## config.mk

```make
export PLATFORM = sky130hd
export DESIGN_NAME = enigma_stream_sequencer
export DESIGN_NICKNAME = d
export VERILOG_FILES = /design/src/rtl/enigma_ctrl_pkg.sv /design/src/rtl/enigma_char_classify.sv /design/src/rtl/enigma_stream_sequencer.sv
export SDC_FILE = /design/constraint.sdc
export NUM_CORES = 1
export LEC_CHECK = 0
export CAP_MARGIN = 20
export CORE_ASPECT_RATIO = 1.5
export CORE_UTILIZATION = 49
export DETAILED_ROUTE_END_ITERATION = 16
export PLACE_DENSITY_LB_ADDON = 0.05
export SYNTH_ARGS = -nofsm -noshare
export SYNTH_HDL_FRONTEND = slang
export SYNTH_HIERARCHICAL = 1
export SYNTH_SLANG_ARGS = --single-unit
```

## constraint.sdc

```tcl
create_clock -name clock -period 2.5 [get_ports clock]
set_input_delay 0.375 -clock clock [delete_from_list [all_inputs] [get_ports clock]]
set_output_delay 0.375 -clock clock [all_outputs]
set_load 0.02 [all_outputs]
```

## src/rtl/enigma_ctrl_pkg.sv

```systemverilog
// Shared types and constants for the Enigma stream sequencer.
package enigma_ctrl_pkg;

    // Sequencer states, one per phase of handling a single character
    typedef enum logic [2:0] {
        IDLE   = 3'd0,
        LOAD   = 3'd1,
        WAIT   = 3'd2,
        SETTLE = 3'd3,
        OUT    = 3'd4,
        STEP   = 3'd5,
        NEXT   = 3'd6,
        DONE   = 3'd7
    } state_e;

    // ASCII landmarks used for letter detection and case folding
    localparam logic [7:0] CH_A     = 8'd65;
    localparam logic [7:0] CH_Z     = 8'd90;
    localparam logic [7:0] CH_a     = 8'd97;
    localparam logic [7:0] CH_z     = 8'd122;
    localparam logic [7:0] CASE_OFS = 8'd32;

    // Width of the settle counter; covers settle times of 1..15 cycles
    localparam int unsigned SETTLE_W = 4;

endpackage : enigma_ctrl_pkg

```

## src/rtl/enigma_char_classify.sv

```systemverilog
// Combinational character classifier: flags letters and folds lower case
// onto upper case so the machine only ever sees 'A'..'Z' for letters.
module enigma_char_classify
    import enigma_ctrl_pkg::*;
(
    input  logic [7:0] char_in,
    output logic       is_letter,
    output logic [7:0] upper_char
);

    // Classify the character and produce its upper-case form
    always_comb begin
        is_letter  = 1'b0;
        upper_char = char_in;
        if ((char_in >= CH_a) && (char_in <= CH_z)) begin
            is_letter  = 1'b1;
            upper_char = char_in - CASE_OFS;
        end else if ((char_in >= CH_A) && (char_in <= CH_Z)) begin
            is_letter  = 1'b1;
            upper_char = char_in;
        end else begin
            is_letter  = 1'b0;
            upper_char = char_in;
        end
    end

endmodule : enigma_char_classify

```

## src/rtl/enigma_stream_sequencer.sv

```systemverilog
// Drives an external EnigmaMachine across a message: loads the start
// positions, feeds one character per input handshake, waits for the
// machine output to settle, hands the result downstream and steps the
// rotors after every letter. All outputs come straight from flops.
module enigma_stream_sequencer
    import enigma_ctrl_pkg::*;
#(
    parameter int unsigned SETTLE_CYCLES  = 1,
    parameter int unsigned LEN_W          = 8,
    parameter bit          STEP_NONLETTER = 1'b0
) (
    input  logic             clock,
    input  logic             reset_n,
    input  logic             start,
    input  logic             abort,
    input  logic [4:0]       pos1In,
    input  logic [4:0]       pos2In,
    input  logic [4:0]       pos3In,
    input  logic [LEN_W-1:0] msgLen,
    input  logic [7:0]       inChar,
    input  logic             inValid,
    output logic             inReady,
    output logic [7:0]       outChar,
    output logic             outValid,
    input  logic             outReady,
    output logic [7:0]       engChar,
    output logic [4:0]       engPos1,
    output logic [4:0]       engPos2,
    output logic [4:0]       engPos3,
    output logic             engLoad,
    output logic             engStep,
    input  logic [7:0]       engOut,
    output logic             busy,
    output logic             done,
    output logic [LEN_W-1:0] charCount
);

    localparam logic [SETTLE_W-1:0] SETTLE_LAST = SETTLE_W'(SETTLE_CYCLES - 1);
    localparam logic [SETTLE_W-1:0] SETTLE_ONE  = SETTLE_W'(1);
    localparam logic [LEN_W-1:0]    LEN_ONE     = LEN_W'(1);
    localparam logic [LEN_W-1:0]    LEN_ZERO    = LEN_W'(0);

    state_e              state_q, state_d, nxt_state_s;
    logic [4:0]          pos1_q, pos1_d, pos2_q, pos2_d, pos3_q, pos3_d;
    logic [LEN_W-1:0]    msg_len_q, msg_len_d;
    logic [LEN_W-1:0]    count_q, count_d, count_inc_s;
    logic [7:0]          eng_char_q, eng_char_d;
    logic [7:0]          raw_char_q, raw_char_d;
    logic                letter_q, letter_d;
    logic [7:0]          out_char_q, out_char_d;
    logic [SETTLE_W-1:0] settle_q, settle_d;
    logic                in_ready_q, in_ready_d;
    logic                out_valid_q, out_valid_d;
    logic                eng_load_q, eng_load_d;
    logic                eng_step_q, eng_step_d;
    logic                busy_q, busy_d;
    logic                done_q, done_d;
    logic                cls_letter_s;
    logic [7:0]          cls_upper_s;

    enigma_char_classify u_classify (
        .char_in    (inChar),
        .is_letter  (cls_letter_s),
        .upper_char (cls_upper_s)
    );

    assign count_inc_s = count_q + LEN_ONE;

    // Next-state and datapath updates; abort overrides every transition
    always_comb begin
        nxt_state_s = state_q;
        pos1_d      = pos1_q;
        pos2_d      = pos2_q;
        pos3_d      = pos3_q;
        msg_len_d   = msg_len_q;
        count_d     = count_q;
        eng_char_d  = eng_char_q;
        raw_char_d  = raw_char_q;
        letter_d    = letter_q;
        out_char_d  = out_char_q;
        settle_d    = settle_q;
        case (state_q)
            IDLE: begin
                if (start) begin
                    pos1_d      = pos1In;
                    pos2_d      = pos2In;
                    pos3_d      = pos3In;
                    msg_len_d   = msgLen;
                    count_d     = LEN_ZERO;
                    nxt_state_s = LOAD;
                end else begin
                    nxt_state_s = IDLE;
                end
            end
            LOAD: begin
                if (msg_len_q == LEN_ZERO) begin
                    nxt_state_s = DONE;
                end else begin
                    nxt_state_s = WAIT;
                end
            end
            WAIT: begin
                if (inValid) begin
                    eng_char_d  = cls_upper_s;
                    raw_char_d  = inChar;
                    letter_d    = cls_letter_s;
                    settle_d    = {SETTLE_W{1'b0}};
                    nxt_state_s = SETTLE;
                end else begin
                    nxt_state_s = WAIT;
                end
            end
            SETTLE: begin
                if (settle_q == SETTLE_LAST) begin
                    // Non-letters pass through untouched, the machine output is ignored
                    out_char_d  = letter_q ? engOut : raw_char_q;
                    settle_d    = {SETTLE_W{1'b0}};
                    nxt_state_s = OUT;
                end else begin
                    settle_d    = settle_q + SETTLE_ONE;
                    nxt_state_s = SETTLE;
                end
            end
            OUT: begin
                if (outReady) begin
                    if (letter_q || STEP_NONLETTER) begin
                        nxt_state_s = STEP;
                    end else begin
                        nxt_state_s = NEXT;
                    end
                end else begin
                    nxt_state_s = OUT;
                end
            end
            STEP: begin
                nxt_state_s = NEXT;
            end
            NEXT: begin
                count_d = count_inc_s;
                if (count_inc_s == msg_len_q) begin
                    nxt_state_s = DONE;
                end else begin
                    nxt_state_s = WAIT;
                end
            end
            DONE: begin
                nxt_state_s = IDLE;
            end
            default: begin
                nxt_state_s = IDLE;
            end
        endcase

        if (abort) begin
            state_d = IDLE;
        end else begin
            state_d = nxt_state_s;
        end

        // Output strobes are decoded from the upcoming state so they are registered
        in_ready_d  = (state_d == WAIT);
        out_valid_d = (state_d == OUT);
        eng_load_d  = (state_d == LOAD);
        eng_step_d  = (state_d == STEP);
        done_d      = (state_d == DONE);
        busy_d      = (state_d != IDLE);
    end

    // State, datapath and output registers with asynchronous clear
    always_ff @(posedge clock or negedge reset_n) begin
        if (!reset_n) begin
            state_q     <= IDLE;
            pos1_q      <= 5'd0;
            pos2_q      <= 5'd0;
            pos3_q      <= 5'd0;
            msg_len_q   <= LEN_ZERO;
            count_q     <= LEN_ZERO;
            eng_char_q  <= 8'd0;
            raw_char_q  <= 8'd0;
            letter_q    <= 1'b0;
            out_char_q  <= 8'd0;
            settle_q    <= {SETTLE_W{1'b0}};
            in_ready_q  <= 1'b0;
            out_valid_q <= 1'b0;
            eng_load_q  <= 1'b0;
            eng_step_q  <= 1'b0;
            busy_q      <= 1'b0;
            done_q      <= 1'b0;
        end else begin
            state_q     <= state_d;
            pos1_q      <= pos1_d;
            pos2_q      <= pos2_d;
            pos3_q      <= pos3_d;
            msg_len_q   <= msg_len_d;
            count_q     <= count_d;
            eng_char_q  <= eng_char_d;
            raw_char_q  <= raw_char_d;
            letter_q    <= letter_d;
            out_char_q  <= out_char_d;
            settle_q    <= settle_d;
            in_ready_q  <= in_ready_d;
            out_valid_q <= out_valid_d;
            eng_load_q  <= eng_load_d;
            eng_step_q  <= eng_step_d;
            busy_q      <= busy_d;
            done_q      <= done_d;
        end
    end

    assign inReady   = in_ready_q;
    assign outChar   = out_char_q;
    assign outValid  = out_valid_q;
    assign engChar   = eng_char_q;
    assign engPos1   = pos1_q;
    assign engPos2   = pos2_q;
    assign engPos3   = pos3_q;
    assign engLoad   = eng_load_q;
    assign engStep   = eng_step_q;
    assign busy      = busy_q;
    assign done      = done_q;
    assign charCount = count_q;

endmodule : enigma_stream_sequencer
```

==> results.toml <==
[status]
status = "completed"

[clock_tree]
cts_setup_buffers = 0
cts_max_level = 3
clkSinkCount = 69
clkTransAtPathRegs_ps = 70
cts_tree = "built"
cts_hold_buffers = 0
cts_buffers = 9
cts_resized = 0
clock_latency_ps = 340
clockBufferDepth = 2
root_buffer = "clkbuf_8"

[synthesis]
yosysMostFrequentCell = "nand2_1"
avgSynthCellArea_um2 = 9.79
synth_compound_area_share_pct = 12.1
syn_area_um2 = 3400
yosys.area.top_type = "dfrtp_1"
syn_inst = 347
postSynth.asyncResetShare_pct = 100
synth_edf_count = 0
yosys.area_share.simple_pct = 20.6
ys_ff_latch = 69
synth_flop_cell = "dfrtp_1"
netlist_top_cells_count = "nand2_1, dfrtp_1, nor2_1, mux2_2"
synth-xor-area-share_pct = 2.06
ys_types = 57
synth_top_family_by_area = "simple AND/OR/NAND/NOR gates"
yosys_warnings = 6
synth_area_leaders = "dfrtp_1, nand2_1, mux2_2"
synth_fp_nets = 397
synth_adder_area_share_pct = 1.84
synth_top_area_share_pct = 50.8
ys_seq_area_share_pct = 50.8
synthMuxAreaShare_pct = 7.66

[grt]
grt_pass1_wl_mm = 12.7
antenna_found_initial = 0
use_met2_pct = 37.5
grt_max_degree = 32
busiest_layer = "met2"
grt_pass1_vias = 2819
use_met1_pct = 24.9
gr-usage-all-layers_pct = 21.9
grt_overflow = 0
grt_use_met3_pct = 5.81

[power_and_ir_drop]
ir_drop_mv = 0.524
power_density_nw_per_um2 = 698
p_leak_nw = 2.00

[hold_path]
min_path_type = "primary input to asynchronous set/reset pin"

[worst_setup_path]
r2r_end = "inReady"
crit_path_end_kind = "flop"
cp-start-kind = "flop"
criticalPathCategory = "flop to flop"
cp_top_family = "compound AO/OA/AOI/OAI gates"
reg2reg_depth = 7
r2r_setup_slack_ps = 260
critical_path.slowest_cell = "dfrtp_1"
setup.worst_path.start = "charCount[0]"
crit_buf_inv = 0
max_stage_delay_ps = 450
crit_required_ps = 2730
worstReg2RegStart = "charCount[0]"
arrival_ps = 2480
crit_chain = "ha_1, xor2_1, a2111oi_2, o311ai_1, a2111oi_4, o221ai_2, and4_1"
crit_fanout = 7

[timing]
timing.final.crit_share_pct = 89.7
worst_slew_pin_slew_ps = 629
fin_crit_ps = 2240
fin_skew_ps = 7.78
slew-limit-headroom_pct = 58.1
setup_violations = 0
fin_tns_setup_ps = 0
rsz0062_at_grt = "false"
max_freq_ghz = 0.446
drv_slew = 0
final_hold_viol_count = 0

[routing]
ant_nets = 0
routed_wl_mm = 7.47
viasPerCell = 5.38
num_vias = 2767
wire_per_inst_um = 14.5
drcViolationCount = 0
firstDrtPassIters = 4
drt_iter0_drc = 111

[cells_and_area]
layout-drive-gt1-share_pct = 10.5
num_antenna_cells = 0
area_growth_pct = 31.6
final_net_count = 484
finish.utilization_pct = 68.0

[die]
fp.dieH_um = 104
ios = 90
num_rows = 36
initial_core_util_pct = 51.7
core_um2 = 6580
die_w_um = 70.0
dieArea_um2 = 7280

[place]
hpwl_mm = 5.54
port-buffer-count = 89
gp_congestion = 0.827

[job]
cap_violations = 0
[power by group]
group	switching, W	internal, W	total [W]
sequential	0.000169	0.00132	0.00149
clock	0.000382	0.000379	0.000762
combinational	0.000408	0.000462	0.000869
total	0.000959	0.00216	0.00312
[how the worst max path moves through the flow]
stage              end  cells past startpoint
2_1_floorplan  inReady                      7
3_3_place_gp   inReady                      7
3_5_place_dp   inReady                      7
4_1_cts        inReady                      7
5_1_grt        inReady                      7
6_report       inReady                      7
[registers in the layout, indices dropped and copies added, names as in the netlist, 3 cells and up]
name,flops
msg_len_q,8
engChar,8
engPos1,5
settle_q,4
charCount,8
engPos3,5
raw_char_q,8
outChar,8
state_q,3
engPos2,5
[cells in the final DEF (no fill, tap or decap), types with 3 or more instances in the layout]
master and n:
nand2_1 89, clkdlybuf4s50_1 88, dfrtp_1 69, nor2_1 25, mux2_2 16, o21ai_0 14
a21oi_1 14, inv_1 12, clkbuf_8 10, nand3_1 8, mux2i_1 8, nor3_1 5
nor2b_1 5, xnor2_1 5, ha_1 5, buf_4 5, xor2_1 3, a31oi_1 3
o31ai_1 3, clkbuf_1 3
[worst reg2reg max path, delay by kind of cell, from the launching register on]
kind | cells | cell delay (ps)
AO/OA/AOI/OAI | 4 | 920
flip-flops | 1 | 450
adder cells (fa/ha/maj) | 1 | 350
AND/OR/NAND/NOR | 1 | 220
XOR/XNOR | 1 | 180
[per-stage QoR]
stage,worst slack (ps),hold slack (ps),area (µm²),std cells,power (W)
3_3_place_gp,311,432,4310,499,0.00236
5_1_grt,133,99.1,4470,514,0.00330
2_1_floorplan,291,79.4,3400,347,0.00197
4_1_cts,251,59.4,4470,514,0.00316
3_5_place_dp,263,430,4310,499,0.00238
6_report,258,46.5,4470,514,0.00312
[logic make-up after synthesis]
| group | after synthesis |
|---|---|
| AOI/OAI and AO/OA | 58 |
| xor gates and xnor gates | 8 |
| adders and majority gates | 5 |
| buffers and inverters | 31 |
| DFF | 69 |
| muxes | 24 |
| and+or+nand+nor | 152 |
[final cells by class]
class / count / area, µm²
Clock buffer: 13 / 149
Clock inverter: 2 / 10.0
Fill cell: 543 / 2100
Inverter: 12 / 45.0
Multi-Input combinational cell: 247 / 1500
Sequential cell: 69 / 1730
Tap cell: 76 / 95.1
Timing Repair Buffer: 95 / 943
[routing by layer]
metal,vias up,share of wire (%)
li1,1349,-
met1,1326,41
met2,73,51
met3,19,5.3
met4,0,2.8
met5,-,0
No activity file was read; power rests on OpenSTA's default activity.
